[src/rtl/store_buffer_pkg.sv]
// Shared types and helpers for the post-commit store buffer: entry layout,
// drain FSM states, store funct3 encodings and the byte-enable mask function.
package store_buffer_pkg;

    localparam int SB_DEPTH_DEFAULT = 4;
    localparam int SB_ADDR_W        = 32;
    localparam int SB_DATA_W        = 32;

    localparam logic [2:0] F3_SB = 3'b000;
    localparam logic [2:0] F3_SH = 3'b001;
    localparam logic [2:0] F3_SW = 3'b010;

    typedef struct packed {
        logic                   valid;
        logic [SB_ADDR_W-1:2]   addr;
        logic [SB_DATA_W-1:0]   wdata;
        logic [3:0]             wmask;
    } sb_entry_t;

    typedef enum logic [1:0] {
        SB_IDLE     = 2'd0,
        SB_ISSUE    = 2'd1,
        SB_WAIT_ACK = 2'd2
    } sb_state_t;

    // size is funct3[1:0] for both loads and stores (byte, half, word)
    function automatic logic [3:0] byte_mask(input logic [1:0] size, input logic [1:0] offset);
        logic [3:0] m;
        case (size)
            2'b00:   m = 4'b0001 << offset;
            2'b01:   m = 4'b0011 << {offset[1], 1'b0};
            default: m = 4'b1111;
        endcase
        return m;
    endfunction

endpackage

[src/rtl/store_buffer_fwd_match.sv]
// Combinational youngest-first store-to-load match over the buffer entries.
// Reports a full-coverage hit with the entry's word data, or a partial-overlap stall.
module store_buffer_fwd_match
    import store_buffer_pkg::*;
#(
    parameter int DEPTH = 4,
    localparam int PW   = $clog2(DEPTH)
) (
    input  sb_entry_t               entries_i [DEPTH],
    input  logic [PW-1:0]           tail_i,
    input  logic                    ld_valid_i,
    input  logic [SB_ADDR_W-1:2]    ld_word_i,
    input  logic [3:0]              ld_mask_i,
    output logic                    hit_o,
    output logic [SB_DATA_W-1:0]    data_o,
    output logic                    stall_o
);

    logic [DEPTH-1:0] overlap;

    generate
        for (genvar gi = 0; gi < DEPTH; gi++) begin : g_overlap
            assign overlap[gi] = entries_i[gi].valid &&
                                 (entries_i[gi].addr == ld_word_i) &&
                                 (|(entries_i[gi].wmask & ld_mask_i));
        end
    endgenerate

    logic          found;
    logic [PW-1:0] idx;

    always_comb begin
        hit_o   = 1'b0;
        stall_o = 1'b0;
        data_o  = '0;
        found   = 1'b0;
        idx     = '0;
        // Walk from tail-1 (youngest) back to tail (oldest when full); first overlap decides.
        for (int i = 0; i < DEPTH; i++) begin
            idx = tail_i - PW'(i + 1);
            if (!found && overlap[idx]) begin
                found = 1'b1;
                if ((ld_mask_i & ~entries_i[idx].wmask) == 4'b0000) begin
                    hit_o  = 1'b1;
                    data_o = entries_i[idx].wdata;
                end else begin
                    stall_o = 1'b1;
                end
            end
        end
        if (!ld_valid_i) begin
            hit_o   = 1'b0;
            stall_o = 1'b0;
            data_o  = '0;
        end
    end

endmodule

[src/rtl/store_buffer.sv]
// Post-commit store buffer: FIFO of committed stores drained in order to the
// D-cache write port, with youngest-match forwarding lookup for the load unit.
module store_buffer
    import store_buffer_pkg::*;
#(
    parameter int SB_DEPTH   = SB_DEPTH_DEFAULT,
    parameter int ADDR_WIDTH = SB_ADDR_W,
    parameter int DATA_WIDTH = SB_DATA_W
) (
    input  logic                        clk,
    input  logic                        rst,
    input  logic                        flush,
    input  logic                        cache_stall,
    input  logic                        st_valid,
    input  logic [ADDR_WIDTH-1:0]       st_addr,
    input  logic [DATA_WIDTH-1:0]       st_data,
    input  logic [2:0]                  st_funct3,
    output logic                        st_ready,
    output logic                        dc_req_valid,
    output logic [ADDR_WIDTH-1:0]       dc_req_addr,
    output logic [DATA_WIDTH-1:0]       dc_req_wdata,
    output logic [3:0]                  dc_req_wmask,
    input  logic                        dc_req_ready,
    input  logic                        dc_resp_valid,
    input  logic                        ld_valid,
    input  logic [ADDR_WIDTH-1:0]       ld_addr,
    input  logic [2:0]                  ld_funct3,
    output logic                        ld_fwd_hit,
    output logic [DATA_WIDTH-1:0]       ld_fwd_data,
    output logic                        ld_fwd_stall,
    output logic                        sb_empty,
    output logic [$clog2(SB_DEPTH):0]   sb_count
);

    localparam int PW = $clog2(SB_DEPTH);

    sb_entry_t  entries_q [SB_DEPTH];
    sb_entry_t  new_entry;
    sb_entry_t  head_entry;
    sb_state_t  state_q, state_d;
    logic [PW:0] head_q, head_d, tail_q, tail_d, count;
    logic        full, push, pop;
    logic [3:0]  ld_mask;
    logic        unused_inputs;

    // Flush never touches committed stores; only the top funct3 bit of loads is irrelevant here.
    assign unused_inputs = ^{flush, ld_funct3[2]};

    assign count    = tail_q - head_q;
    assign full     = count[PW];
    assign sb_count = count;
    assign sb_empty = (count == '0);
    assign st_ready = !rst && !full;
    assign push     = st_valid && st_ready;
    assign pop      = (state_q == SB_WAIT_ACK) && dc_resp_valid;
    assign head_d   = head_q + {{PW{1'b0}}, pop};
    assign tail_d   = tail_q + {{PW{1'b0}}, push};

    always_comb begin
        new_entry.valid = 1'b1;
        new_entry.addr  = st_addr[ADDR_WIDTH-1:2];
        new_entry.wmask = byte_mask(st_funct3[1:0], st_addr[1:0]);
        case (st_funct3)
            F3_SB:   new_entry.wdata = {4{st_data[7:0]}};
            F3_SH:   new_entry.wdata = {2{st_data[15:0]}};
            F3_SW:   new_entry.wdata = st_data;
            default: new_entry.wdata = st_data;
        endcase
    end

    assign head_entry   = entries_q[head_q[PW-1:0]];
    assign dc_req_addr  = {head_entry.addr, 2'b00};
    assign dc_req_wdata = head_entry.wdata;
    assign dc_req_wmask = head_entry.wmask;

    always_comb begin
        state_d      = state_q;
        dc_req_valid = 1'b0;
        case (state_q)
            SB_IDLE: begin
                if (count != '0) state_d = SB_ISSUE;
            end
            SB_ISSUE: begin
                dc_req_valid = 1'b1;
                if (dc_req_ready && !cache_stall) state_d = SB_WAIT_ACK;
            end
            SB_WAIT_ACK: begin
                if (dc_resp_valid) state_d = (count != 1) ? SB_ISSUE : SB_IDLE;
            end
            default: state_d = SB_IDLE;
        endcase
    end

    always_ff @(posedge clk or posedge rst) begin
        if (rst) begin
            state_q <= SB_IDLE;
            head_q  <= '0;
            tail_q  <= '0;
        end else begin
            state_q <= state_d;
            head_q  <= head_d;
            tail_q  <= tail_d;
        end
    end

    // Push and pop never target the same slot: push needs !full, pop needs count!=0.
    always_ff @(posedge clk or posedge rst) begin
        if (rst) begin
            for (int i = 0; i < SB_DEPTH; i++) entries_q[i] <= '0;
        end else begin
            if (push) entries_q[tail_q[PW-1:0]] <= new_entry;
            if (pop)  entries_q[head_q[PW-1:0]].valid <= 1'b0;
        end
    end

    assign ld_mask = byte_mask(ld_funct3[1:0], ld_addr[1:0]);

    store_buffer_fwd_match #(
        .DEPTH(SB_DEPTH)
    ) u_fwd_match (
        .entries_i  (entries_q),
        .tail_i     (tail_q[PW-1:0]),
        .ld_valid_i (ld_valid),
        .ld_word_i  (ld_addr[ADDR_WIDTH-1:2]),
        .ld_mask_i  (ld_mask),
        .hit_o      (ld_fwd_hit),
        .data_o     (ld_fwd_data),
        .stall_o    (ld_fwd_stall)
    );

endmodule

[config.mk]
export PLATFORM = sky130hd
export DESIGN_NAME = store_buffer
export DESIGN_NICKNAME = d
export VERILOG_FILES = /design/src/rtl/store_buffer_pkg.sv /design/src/rtl/store_buffer_fwd_match.sv /design/src/rtl/store_buffer.sv
export SDC_FILE = /design/constraint.sdc
export NUM_CORES = 1
export LEC_CHECK = 0
export BUFFER_PORTS_ARGS = -buffer_cell sky130_fd_sc_hd__buf_4
export CORE_ASPECT_RATIO = 1.1
export CORE_UTILIZATION = 55
export CTS_BUF_LIST = sky130_fd_sc_hd__clkbuf_2 sky130_fd_sc_hd__clkbuf_4 sky130_fd_sc_hd__clkbuf_8
export CTS_CLUSTER_DIAMETER = 60
export CTS_CLUSTER_SIZE = 24
export DETAILED_ROUTE_END_ITERATION = 8
export PLACE_DENSITY_LB_ADDON = 0.2
export SLEW_MARGIN = 20
export SYNTH_ARGS = -nofsm -noshare
export SYNTH_HDL_FRONTEND = slang
export SYNTH_SLANG_ARGS = --single-unit
[constraint.sdc]
create_clock -name clk -period 9.42 [get_ports clk]
set_input_delay 1.884 -clock clk [delete_from_list [all_inputs] [get_ports clk]]
set_output_delay 1.884 -clock clk [all_outputs]
set_load 0.01 [all_outputs]
==> run metrics, run 1 <==
status=complete, no violations; slew at the pin with the worst max-slew slack=approximately 1100 ps; sequential element share of the synthesized area=37.28%; number of buffers inserted by hold repair at cts=0; number of flops mapped to enable cells by yosys=0; minimum hold slack=511.6 ps; total vias in the final route=13770; post-route clock skew=around 20 ps; Worst slew margin=29.73%; weighted congestion at the end of routability-driven global placement=0.9471; Detailed Place HPWL=between 30000 and 40000 um; CTS tree=done; clk slew on worst S/H paths=100 ps; netlist area before placement=about 19000 um2; area enclosed by the die boundary=34420 um2; worst-case setup slack after placement=1866 ps; Power per Cell Area=361.4 nW/um2; class of the worst hold path=reg -> reg; RSZ-0062 raised after global routing=false; fraction of layout instances using a drive strength above 1=between 30% and 40%; arrival time of the worst setup path=5870 ps; required time reported for the critical path endpoint=7540 ps; number of sinks on the clock net=276; wire length of the first global-routing pass=79560 um; synth-to-layout area growth=12.62%; period utilization=between 80% and 90%; predominant post-synthesis flop cell=sky130_fd_sc_hd__dfrtp_1; initial core utilization=55.81%; maximum level of the CTS H-tree=1; time the worst path needs with I/O delays and setup=7750 ps; maximum fanout along the worst path=55; post-route DRC violation count=0; smallest setup slack after layout=approximately 1700 ps; post-synthesis cell count=1558; critical path's largest stage delay=910 ps; Final Hold Viols=0; number of max-capacitance violations reported=0; global-route usage over all layers=30.25%; Avg Synthesized Cell Area=11.89 um2; achievable clock frequency=0.1290 GHz; synth unique cells=51; First-pass DRT Iterations=5; core occupancy in the finished layout=62.85%; via count of the first global-routing pass=13600; final global-route overflow total=0; most used cells in the layout excluding fill and tap cells=272 x sky130_fd_sc_hd__dfrtp_1, 231 x sky130_fd_sc_hd__buf_4, 204 x sky130_fd_sc_hd__mux4_2, 163 x sky130_fd_sc_hd__nand2_1, 163 x sky130_fd_sc_hd__o21ai_0; cell breakdown of the critical path=clkinv_1 -> ha_4 -> buf_4 -> mux4_2 -> o21ai_0 -> o21ai_0 -> nand2_1 -> nor2_4 -> a21oi_1 -> a31oi_1 -> buf_4; number of pins exceeding their max-slew limit in the final report=0; average wire per cell in the routed design=24.08 um; cell area after layout=20860 um2; fin nets=1787; post-place instance area=20240 um2; root buffer cell=sky130_fd_sc_hd__clkbuf_8; ratio of routed vias to standard cells=6.503; kind of launch point of the worst setup path=flop; antenna fix cells=0; total negative setup slack=0 ps; Site Rows=70; WL final=a little over 50000 um; worst setup path category=reg -> out; Chip Height=a little under 200 um; number of synthesis warnings=0; number of storage elements in the synthesis netlist=around 280; maximum number of pins on one net before global-route repair=173; clock insertion delay at the later pin of the skew report=600 ps; initial antenna violation count=0; boundary pin count=approximately 220; placeable core area=33190 um2; Worst IR Drop VDD=0.2091 mV; Worst path slowest cell=sky130_fd_sc_hd__nor2_4; TritonCTS Buffers=25; leakage power summed over all cells=0.008420 uW; fraction of synthesis flops using an asynchronous set or reset pin=100.0%; count of buffers added by post-CTS timing repair for setup=0; quantity of I/O buffers inserted on ports=213; number of setup violations in the final report=0; most common cell after layout, fill and taps aside=sky130_fd_sc_hd__dfrtp_1; maximum number of buffers from clock root to sink=3; drt first-iter violations=around 1200; die width=177.0 um; Worst Setup End Kind=output port; number of nets with antenna violations after detailed routing=0; number of gates resized after CTS=0
==> routing by layer <==
layer / part of all wire, % / global-route usage (%) / vias to the layer above
li1: - / - / 6076
met1: 39 / 39.65 / 6992
met2: 49 / 49.22 / 591
met3: 8.9 / 6.847 / 107
met4: 3.6 / 11.02 / 0
met5: 0 / 0 / -
==> cell families after synthesis <==
| family | after synthesis | share of synthesized area (%) |
|---|---|---|
| DFF | 276 | 37.28 |
| AOI/OAI and AO/OA | 284 | 8.429 |
| and+or+nand+nor | 307 | 7.875 |
| muxes | 389 | 35.85 |
| xor gates and xnor gates | 126 | 5.957 |
| adders and majority gates | 10 | 0.7159 |
| buffers and inverters | 165 | 3.876 |
| other | 1 | 0.02024 |
==> report_power, final <==
| group | internal (uW) | leakage [uW] | switching (uW) |
|---|---|---|---|
| Combinational | 2450 | 0.00471 | 1700 |
| Clock | 327 | 0.000309 | 513 |
| Sequential | 1750 | 0.00340 | 799 |
| Total | 4520 | 0.00842 | 3020 |
==> cells in the mapped netlist (9+ instances only) <==
cell type / instances / area share, %
sky130_fd_sc_hd__nand3_1: 13 / 0.35
sky130_fd_sc_hd__nor2b_1: 32 / 1.1
sky130_fd_sc_hd__a21oi_1: 60 / 1.6
sky130_fd_sc_hd__ha_1: 9 / 0.61
sky130_fd_sc_hd__mux2i_1: 29 / 1.6
sky130_fd_sc_hd__nand2_1: 167 / 3.4
sky130_fd_sc_hd__nand4_1: 30 / 1.0
sky130_fd_sc_hd__inv_1: 12 / 0.24
sky130_fd_sc_hd__nor2_1: 28 / 0.57
sky130_fd_sc_hd__mux2_2: 156 / 9.5
sky130_fd_sc_hd__xnor2_1: 122 / 5.8
sky130_fd_sc_hd__buf_1: 28 / 0.57
sky130_fd_sc_hd__dfrtp_1: 276 / 37
sky130_fd_sc_hd__a31oi_1: 34 / 1.1
sky130_fd_sc_hd__buf_2: 33 / 0.89
sky130_fd_sc_hd__clkbuf_1: 79 / 1.6
sky130_fd_sc_hd__mux4_2: 204 / 25
sky130_fd_sc_hd__o21ai_0: 163 / 4.4
==> layout make-up <==
| type | instances | area, um2 |
|---|---|---|
| timing repair buffer | 233 | 1765 |
| multi-input combinational | 1118 | 10970 |
| sequential | 276 | 6922 |
| fill | 2643 | 12330 |
| clock buffer | 25 | 344.1 |
| inverter | 13 | 52.55 |
| clock inverter | 20 | 272.8 |
| tap | 432 | 540.5 |
==> worst max-delay path: cells and delay by family (launching register included) <==
family | cells | cell delay [ps]
buffers and inverters | 3 | 1530
AND/OR/NAND/NOR | 2 | 1180
flip-flops | 1 | 860
adder cells (fa/ha/maj) | 1 | 680
AO/OA/AOI/OAI | 4 | 650
multiplexers | 1 | 370
==> per-stage QoR <==
stage,power [uW],instances
2_1_floorplan,5432,1559
3_3_place_gp,6611,2071
3_5_place_dp,6728,2071
6_report,7540,2117
5_1_grt,8023,2117
4_1_cts,7583,2116
==> worst paths after layout <==
kind,from,end,slack (ps),depth (start not counted)
max,tail_q[0],ld_fwd_data[10],1670,11
min,tail_q[2],tail_q[2],510,1
max reg2reg,tail_q[0],flop,4830,9
min reg2reg,tail_q[2],tail_q[2],510,1
max in group asynchronous,rst,asynchronous set/reset pin,5890,5
min in group asynchronous,rst,asynchronous set/reset pin,1480,3
Power figures use the tool's default switching activity.
==> run 2, diff against run 1 <==
--- a/config.mk
+++ b/config.mk
@@ -5,9 +5,10 @@
 export SDC_FILE = /design/constraint.sdc
 export NUM_CORES = 1
 export LEC_CHECK = 0
+export ABC_AREA = 1
 export BUFFER_PORTS_ARGS = -buffer_cell sky130_fd_sc_hd__buf_4
 export CORE_ASPECT_RATIO = 1.1
-export CORE_UTILIZATION = 55
+export CORE_UTILIZATION = 56
 export CTS_BUF_LIST = sky130_fd_sc_hd__clkbuf_2 sky130_fd_sc_hd__clkbuf_4 sky130_fd_sc_hd__clkbuf_8
 export CTS_CLUSTER_DIAMETER = 60
 export CTS_CLUSTER_SIZE = 24
==> constraint.sdc (replaced) <==
create_clock -name clk -period 6.6 [get_ports clk]
set_input_delay 1.32 -clock clk [delete_from_list [all_inputs] [get_ports clk]]
set_output_delay 1.32 -clock clk [all_outputs]
set_load 0.01 [all_outputs]
==> run 2 against run 1 <==
  * Clock skew rose by 16 ps
  * Critical path depth is 4 higher
  * Combinational power is 97% higher
  * Global-route usage is 11 points higher
  * Sequential share of layout area fell by 3.1 points
  * Largest cell class unchanged
  * Highest routed layer unchanged
==> run metrics, run 2 <==
Internal Power=around 5700 uW; global-route usage over all layers=41.02%; non-filler instance count after layout=3969; maximum fanout along the worst path=33; switching power=roughly 7000 uW; number of setup violations in the final report=0; root buffer cell=sky130_fd_sc_hd__clkbuf_8; Highest Signal Layer=met4; most used cells in the layout excluding fill and tap cells=1198 x sky130_fd_sc_hd__nand2_1, 620 x sky130_fd_sc_hd__o21ai_0, 378 x sky130_fd_sc_hd__inv_1, 273 x sky130_fd_sc_hd__dfrtp_1, 247 x sky130_fd_sc_hd__buf_4; placeable core area=between 30000 and 40000 um2; via count of the first global-routing pass=21650; number of pins exceeding their max-slew limit in the final report=0; Site Rows=73; sequential element share of the synthesized area=33.41%; Met2 Wirelength=35940 um; leakage power summed over all cells=0.01160 uW; synth-to-layout area growth=11.38%; fin nets=3580; most frequent cell after synthesis=sky130_fd_sc_hd__nand2_1; fraction of layout instances using a drive strength above 1=roughly 11%; cell taking the most area after synthesis=sky130_fd_sc_hd__dfrtp_1; netlist area before placement=~21000 um2; Detailed Place HPWL=54380 um; average wire per cell in the routed design=19.53 um; list of most frequent post-synthesis cells=1202 x sky130_fd_sc_hd__nand2_1, 620 x sky130_fd_sc_hd__o21ai_0, 382 x sky130_fd_sc_hd__inv_1; count of buffers added by post-CTS timing repair for setup=0; routed wire length on met3=6727 um; post-route DRC violation count=0; placed insts=3916; achievable clock frequency=0.1579 GHz; number of flops mapped to enable cells by yosys=0; kind of launch point of the worst setup path=input port; share of total power in the clock network=10.2%; die width=around 190 um; post-route clock skew=35.21 ps; drt first-iter violations=2173; final global-route overflow total=0; sum of routed wire segments on met1=29360 um; maximum number of pins on one net before global-route repair=160; quantity of I/O buffers inserted on ports=213; status=complete, no violations; most common cell after layout, fill and taps aside=sky130_fd_sc_hd__nand2_1; Worst IR Drop VDD=0.4591 mV; arrival time of the worst setup path=around 5000 ps; Worst Setup End Kind=output port; area enclosed by the die boundary=approximately 38000 um2; proportion of power drawn by flip-flops and latches=26.1%; First-pass DRT Iterations=7; maximum number of buffers from clock root to sink=3; initial antenna violation count=0; number of nets with antenna violations after detailed routing=0; initial core utilization=57.01%; time the worst path needs with I/O delays and setup=about 6300 ps; period utilization=95.96%; number of max-capacitance violations reported=0; Avg Synthesized Cell Area=6.100 um2; WL final=77530 um; weighted congestion at the end of routability-driven global placement=1.052; most area-consuming cells after synthesis=sky130_fd_sc_hd__dfrtp_1 33%, sky130_fd_sc_hd__nand2_1 22%, sky130_fd_sc_hd__o21ai_0 15%; CTS tree=done; predominant post-synthesis flop cell=sky130_fd_sc_hd__dfrtp_1; filler cell count in the final layout=3436; number of sinks on the clock net=between 200 and 300; antenna fix cells=0; TritonCTS Buffers=28; number of buffers inserted by hold repair at cts=0; Final Hold Viols=0; boundary pin count=218; clock insertion delay at the later pin of the skew report=about 650 ps; Worst slew margin=25.46%; class of the worst hold path=reg -> reg; core occupancy in the finished layout=63.50%; total vias in the final route=23280; required time reported for the critical path endpoint=5280 ps; post-synthesis cell count=3389; maximum level of the CTS H-tree=1; minimum hold slack=495.9 ps; worst setup path category=in -> out; wire length of the first global-routing pass=around 120000 um; top-area cell type share of the netlist area=around a third; total negative setup slack=0 ps; number of storage elements in the synthesis netlist=276; Power per Cell Area=around 560 nW/um2; number of synthesis warnings=0; fraction of synthesis flops using an asynchronous set or reset pin=100.0%; Gate power share=63.7%; synth unique cells=42; slew at the pin with the worst max-slew slack=1118 ps; clk slew on worst S/H paths=100 ps; net switching fraction of the power=~56%; Chip Height=203.5 um; RSZ-0062 raised after global routing=false; ratio of routed vias to standard cells=5.865
## run 2: path summary, 6_finish.rpt
path                         startpoint  slack (ps)  cells past startpoint                         end
max in group asynchronous           rst        4570                      3  asynchronous set/reset pin
max reg2reg                   tail_q[1]        2180                     11                        flop
min reg2reg                        flop         500                      2                        flop
max                        ld_funct3[0]         270                     15              ld_fwd_data[7]
min                                flop         500                      2                        flop
min in group asynchronous           rst         710                      2  asynchronous set/reset pin
## run 2: final cells by class
cell class | count | area [um2] | share of cell area, %
clock buffer | 30 | 412.9 | 1.793
timing repair buffer | 249 | 1894 | 8.227
inverter | 412 | 1556 | 6.760
tap | 487 | 609.3 | 2.646
sequential | 276 | 6915 | 30.03
clock inverter | 22 | 282.8 | 1.228
multi-input combinational | 2493 | 11350 | 49.31
## run 2: kinds of logic (layout without fill, tap and decap cells)
group           Yosys count  after routing  share of synthesized area, %
compound gates          891            891                         22.42
xor+xnor                 20             20                        0.8473
fa+ha+maj                10             10                        0.6415
buf+inv                 621            713                         11.82
flops                   276            276                         33.41
other cells               1              2                       0.01814
simple gates           1570           1570                         30.85
## run 2: repair_timing
item / CTS / global route
setup endpoints to repair: 0 / 9
gates resized for setup: 0 / 1
endpoints found under the hold margin: 0 / 0
## run 2: power groups by stage
stage               Clock (uW)  Combinational, uW  Sequential [uW]
global route              1390               9060             3450
floorplan                    0               5510             3040
global placement             0               7770             3310
CTS                       1330               8020             3320
finish                    1320               8210             3360
detailed placement           0               7980             3350
## run 2: routing by layer
layer | track usage, % | vias to the layer above
li1 | - | 11010
met1 | 49.99 | 10710
met2 | 67.06 | 1254
met3 | 5.768 | 304
met4 | 28.16 | 0
met5 | 0 | -
## run 2: stage by stage
| step | area [um2] | setup WS (ps) | power [uW] |
|---|---|---|---|
| floorplan | 20680 | 1629 | 8547 |
| global placement | 22300 | 268.4 | 11090 |
| detailed placement | 22300 | 199.9 | 11330 |
| CTS | 23000 | 195.6 | 12670 |
| global route | 23030 | 79.76 | 13900 |
| finish | 23030 | 266.7 | 12880 |
## run 2: critical path, cell delays in order
cell                      delay (ps)
sky130_fd_sc_hd__buf_4           110
sky130_fd_sc_hd__nor2_1          200
sky130_fd_sc_hd__o21ai_2         160
sky130_fd_sc_hd__nand2_1         100
sky130_fd_sc_hd__nand4_1         240
sky130_fd_sc_hd__nand3_1         210
sky130_fd_sc_hd__nand2_1          80
sky130_fd_sc_hd__nand3_1         160
sky130_fd_sc_hd__nand2_4         200
sky130_fd_sc_hd__nor2_4          790
sky130_fd_sc_hd__nand3_2         620
sky130_fd_sc_hd__nand2_1         210
sky130_fd_sc_hd__nand3_1          80
sky130_fd_sc_hd__a21oi_1         310
sky130_fd_sc_hd__buf_4           190
==> run 3, diff against run 2 <==
--- a/config.mk
+++ b/config.mk
@@ -7,7 +7,7 @@
 export LEC_CHECK = 0
 export ABC_AREA = 1
 export BUFFER_PORTS_ARGS = -buffer_cell sky130_fd_sc_hd__buf_4
-export CORE_ASPECT_RATIO = 1.1
+export CORE_ASPECT_RATIO = 0.75
 export CORE_UTILIZATION = 56
 export CTS_BUF_LIST = sky130_fd_sc_hd__clkbuf_2 sky130_fd_sc_hd__clkbuf_4 sky130_fd_sc_hd__clkbuf_8
 export CTS_CLUSTER_DIAMETER = 60
==> run 3 against run 2 <==
  * The flow now finishes with violations (design-rule violations)
  * Flip-flop and latch count stayed put
  * Critical endpoint is now ld_fwd_data[3]
  * Die area hardly changed
  * Critical path type unchanged
  * Cell count hardly changed
  * Total power is 1.8% higher
  * Core utilization is 0.24 points higher
==> run metrics, run 3 (synthesis gave the netlist of run 2 again) <==
Worst slew margin=14.17%; period utilization=96.38%; power after layout=13110 uW; boundary pin count=218; TritonCTS Buffers=27; number of nets with antenna violations after detailed routing=0; number of pins exceeding their max-slew limit in the final report=0; clk slew on worst S/H paths=130 ps; average wire per cell in the routed design=20.23 um; slew at the pin with the worst max-slew slack=1282 ps; Site Rows=60; quantity of I/O buffers inserted on ports=approximately 210; most used cells in the layout excluding fill and tap cells=1198 x sky130_fd_sc_hd__nand2_1, 619 x sky130_fd_sc_hd__o21ai_0, 378 x sky130_fd_sc_hd__inv_1, 273 x sky130_fd_sc_hd__dfrtp_1, 240 x sky130_fd_sc_hd__buf_4; antenna fix cells=0; maximum fanout along the worst path=17; drt first-iter violations=4051; kind of launch point of the worst setup path=input port; worst setup path category=in -> out; root buffer cell=sky130_fd_sc_hd__clkbuf_8; final global-route overflow total=0; leakage power summed over all cells=0.01157 uW; number of sinks on the clock net=276; total vias in the final route=23830; synth-to-layout area growth=11.32%; HP Start=head_q[2]; number of setup violations in the final report=0; number of buffers inserted by hold repair at cts=0; RSZ-0062 raised after global routing=false; most common cell after layout, fill and taps aside=sky130_fd_sc_hd__nand2_1; weighted congestion at the end of routability-driven global placement=~1.0; post-route clock skew=31.56 ps; required time reported for the critical path endpoint=5280 ps; Power per Cell Area=569.5 nW/um2; maximum level of the CTS H-tree=1; global-route usage over all layers=42.05%; ratio of routed vias to standard cells=~6; Detailed Place HPWL=approximately 56000 um; fraction of layout instances using a drive strength above 1=10.73%; WL final=80360 um; via count of the first global-routing pass=21060; count of buffers added by post-CTS timing repair for setup=0; status=finished, violations left; startpoint of the most critical setup path=ld_funct3[0]; clock insertion delay at the later pin of the skew report=680 ps; Worst Setup End Kind=output port; placeable core area=36110 um2; First-pass DRT Iterations=9; arrival time of the worst setup path=about 5000 ps; violations in the final reports=design-rule violations; class of the worst hold path=reg -> reg; number of gates resized after CTS=0; number of max-capacitance violations reported=0; wire length of the first global-routing pass=122200 um; reg-to-reg critical path startpoint=tail_q[0]; CTS tree=done; initial antenna violation count=0; time the worst path needs with I/O delays and setup=6361 ps; Final Hold Viols=0; fin nets=3575; achievable clock frequency=0.1572 GHz; Worst IR Drop VDD=0.4119 mV; filler cell count in the final layout=3345; area enclosed by the die boundary=37700 um2; maximum number of pins on one net before global-route repair=153; total negative setup slack=0 ps; Chip Height=around 170 um; initial core utilization=57.25%; die width=223.9 um; maximum number of buffers from clock root to sink=3; post-route DRC violation count=12
-- run 3: changes by cell type in the layout (fill, tap and decap cells not counted), moves of 2 or more --
cell / before / now
sky130_fd_sc_hd__buf_4: 247 / 240
sky130_fd_sc_hd__inv_6: 7 / 2
sky130_fd_sc_hd__inv_8: 2 / 6
sky130_fd_sc_hd__clkbuf_8: 30 / 27
sky130_fd_sc_hd__clkinv_4: 3 / 0
sky130_fd_sc_hd__clkinv_8: 8 / 5
sky130_fd_sc_hd__clkinvlp_4: 1 / 4
sky130_fd_sc_hd__inv_12: 1 / 4
sky130_fd_sc_hd__buf_12: 2 / 4
sky130_fd_sc_hd__inv_16: 0 / 2
-- run 3: area by class of cell --
type                       instances  area, um2  share of cell area, %
multi-input combinational       2494      11350                  49.31
inverter                         412       1556                  6.763
clock buffer                      27      371.6                  1.615
sequential                       276       6915                  30.05
tap                              496      620.6                  2.697
clock inverter                    23      320.3                  1.392
timing repair buffer             244       1882                  8.177
-- run 3: worst max-delay path, stage by stage --
cell	delay, ps
sky130_fd_sc_hd__buf_4	110
sky130_fd_sc_hd__nor2_1	190
sky130_fd_sc_hd__o21ai_2	180
sky130_fd_sc_hd__nand2_1	100
sky130_fd_sc_hd__nand4_1	250
sky130_fd_sc_hd__nand3_1	210
sky130_fd_sc_hd__nand2_1	80
sky130_fd_sc_hd__nand3_1	160
sky130_fd_sc_hd__nand2_4	220
sky130_fd_sc_hd__nor2_4	550
sky130_fd_sc_hd__nand3_1	630
sky130_fd_sc_hd__buf_12	360
sky130_fd_sc_hd__nand3_1	70
sky130_fd_sc_hd__nand3_1	80
sky130_fd_sc_hd__a21oi_1	300
sky130_fd_sc_hd__buf_4	210
-- run 3: power breakdown --
part	internal [uW]	leakage (uW)	switching, uW
registers	2490	0.00344	874
clock network	512	0.000337	845
logic	2690	0.00779	5690
-- run 3: worst paths after layout --
check	endpoint	slack, ps	cells past startpoint
max	ld_fwd_data[3]	240	16
min	head_q[2]	500	1
max reg2reg	flop	1800	12
min reg2reg	head_q[2]	500	1
max in group asynchronous	asynchronous set/reset pin	4360	4
min in group asynchronous	asynchronous set/reset pin	890	3
-- run 3: per-layer routing --
metal / part of all wire [%] / up-vias / GRT usage [%] / routed length, um
met1: 44 / 10940 / 66.04 / 35090
met5: 0 / - / 0 / 0
met4: 3.1 / 0 / 11.20 / 2484
met3: 14 / 220 / 7.382 / 11040
li1: - / 10990 / - / -
met2: 39 / 1680 / 58.30 / 31740
-- run 3: metrics by stage --
step / instance area (um2) / setup WS [ps] / hold slack [ps] / util [%] / std cells
floorplan: 20680 / 1629 / 453.0 / - / 3390
global placement: 22320 / 131.7 / 468.7 / 61.80 / 3921
detailed placement: 22320 / 145.6 / 472.8 / 61.80 / 3921
CTS: 23010 / 119.8 / 498.2 / 63.72 / 3971
global route: 23010 / 130.3 / 512.3 / 63.74 / 3972
finish: 23010 / 239.1 / 498.1 / 63.74 / 3972
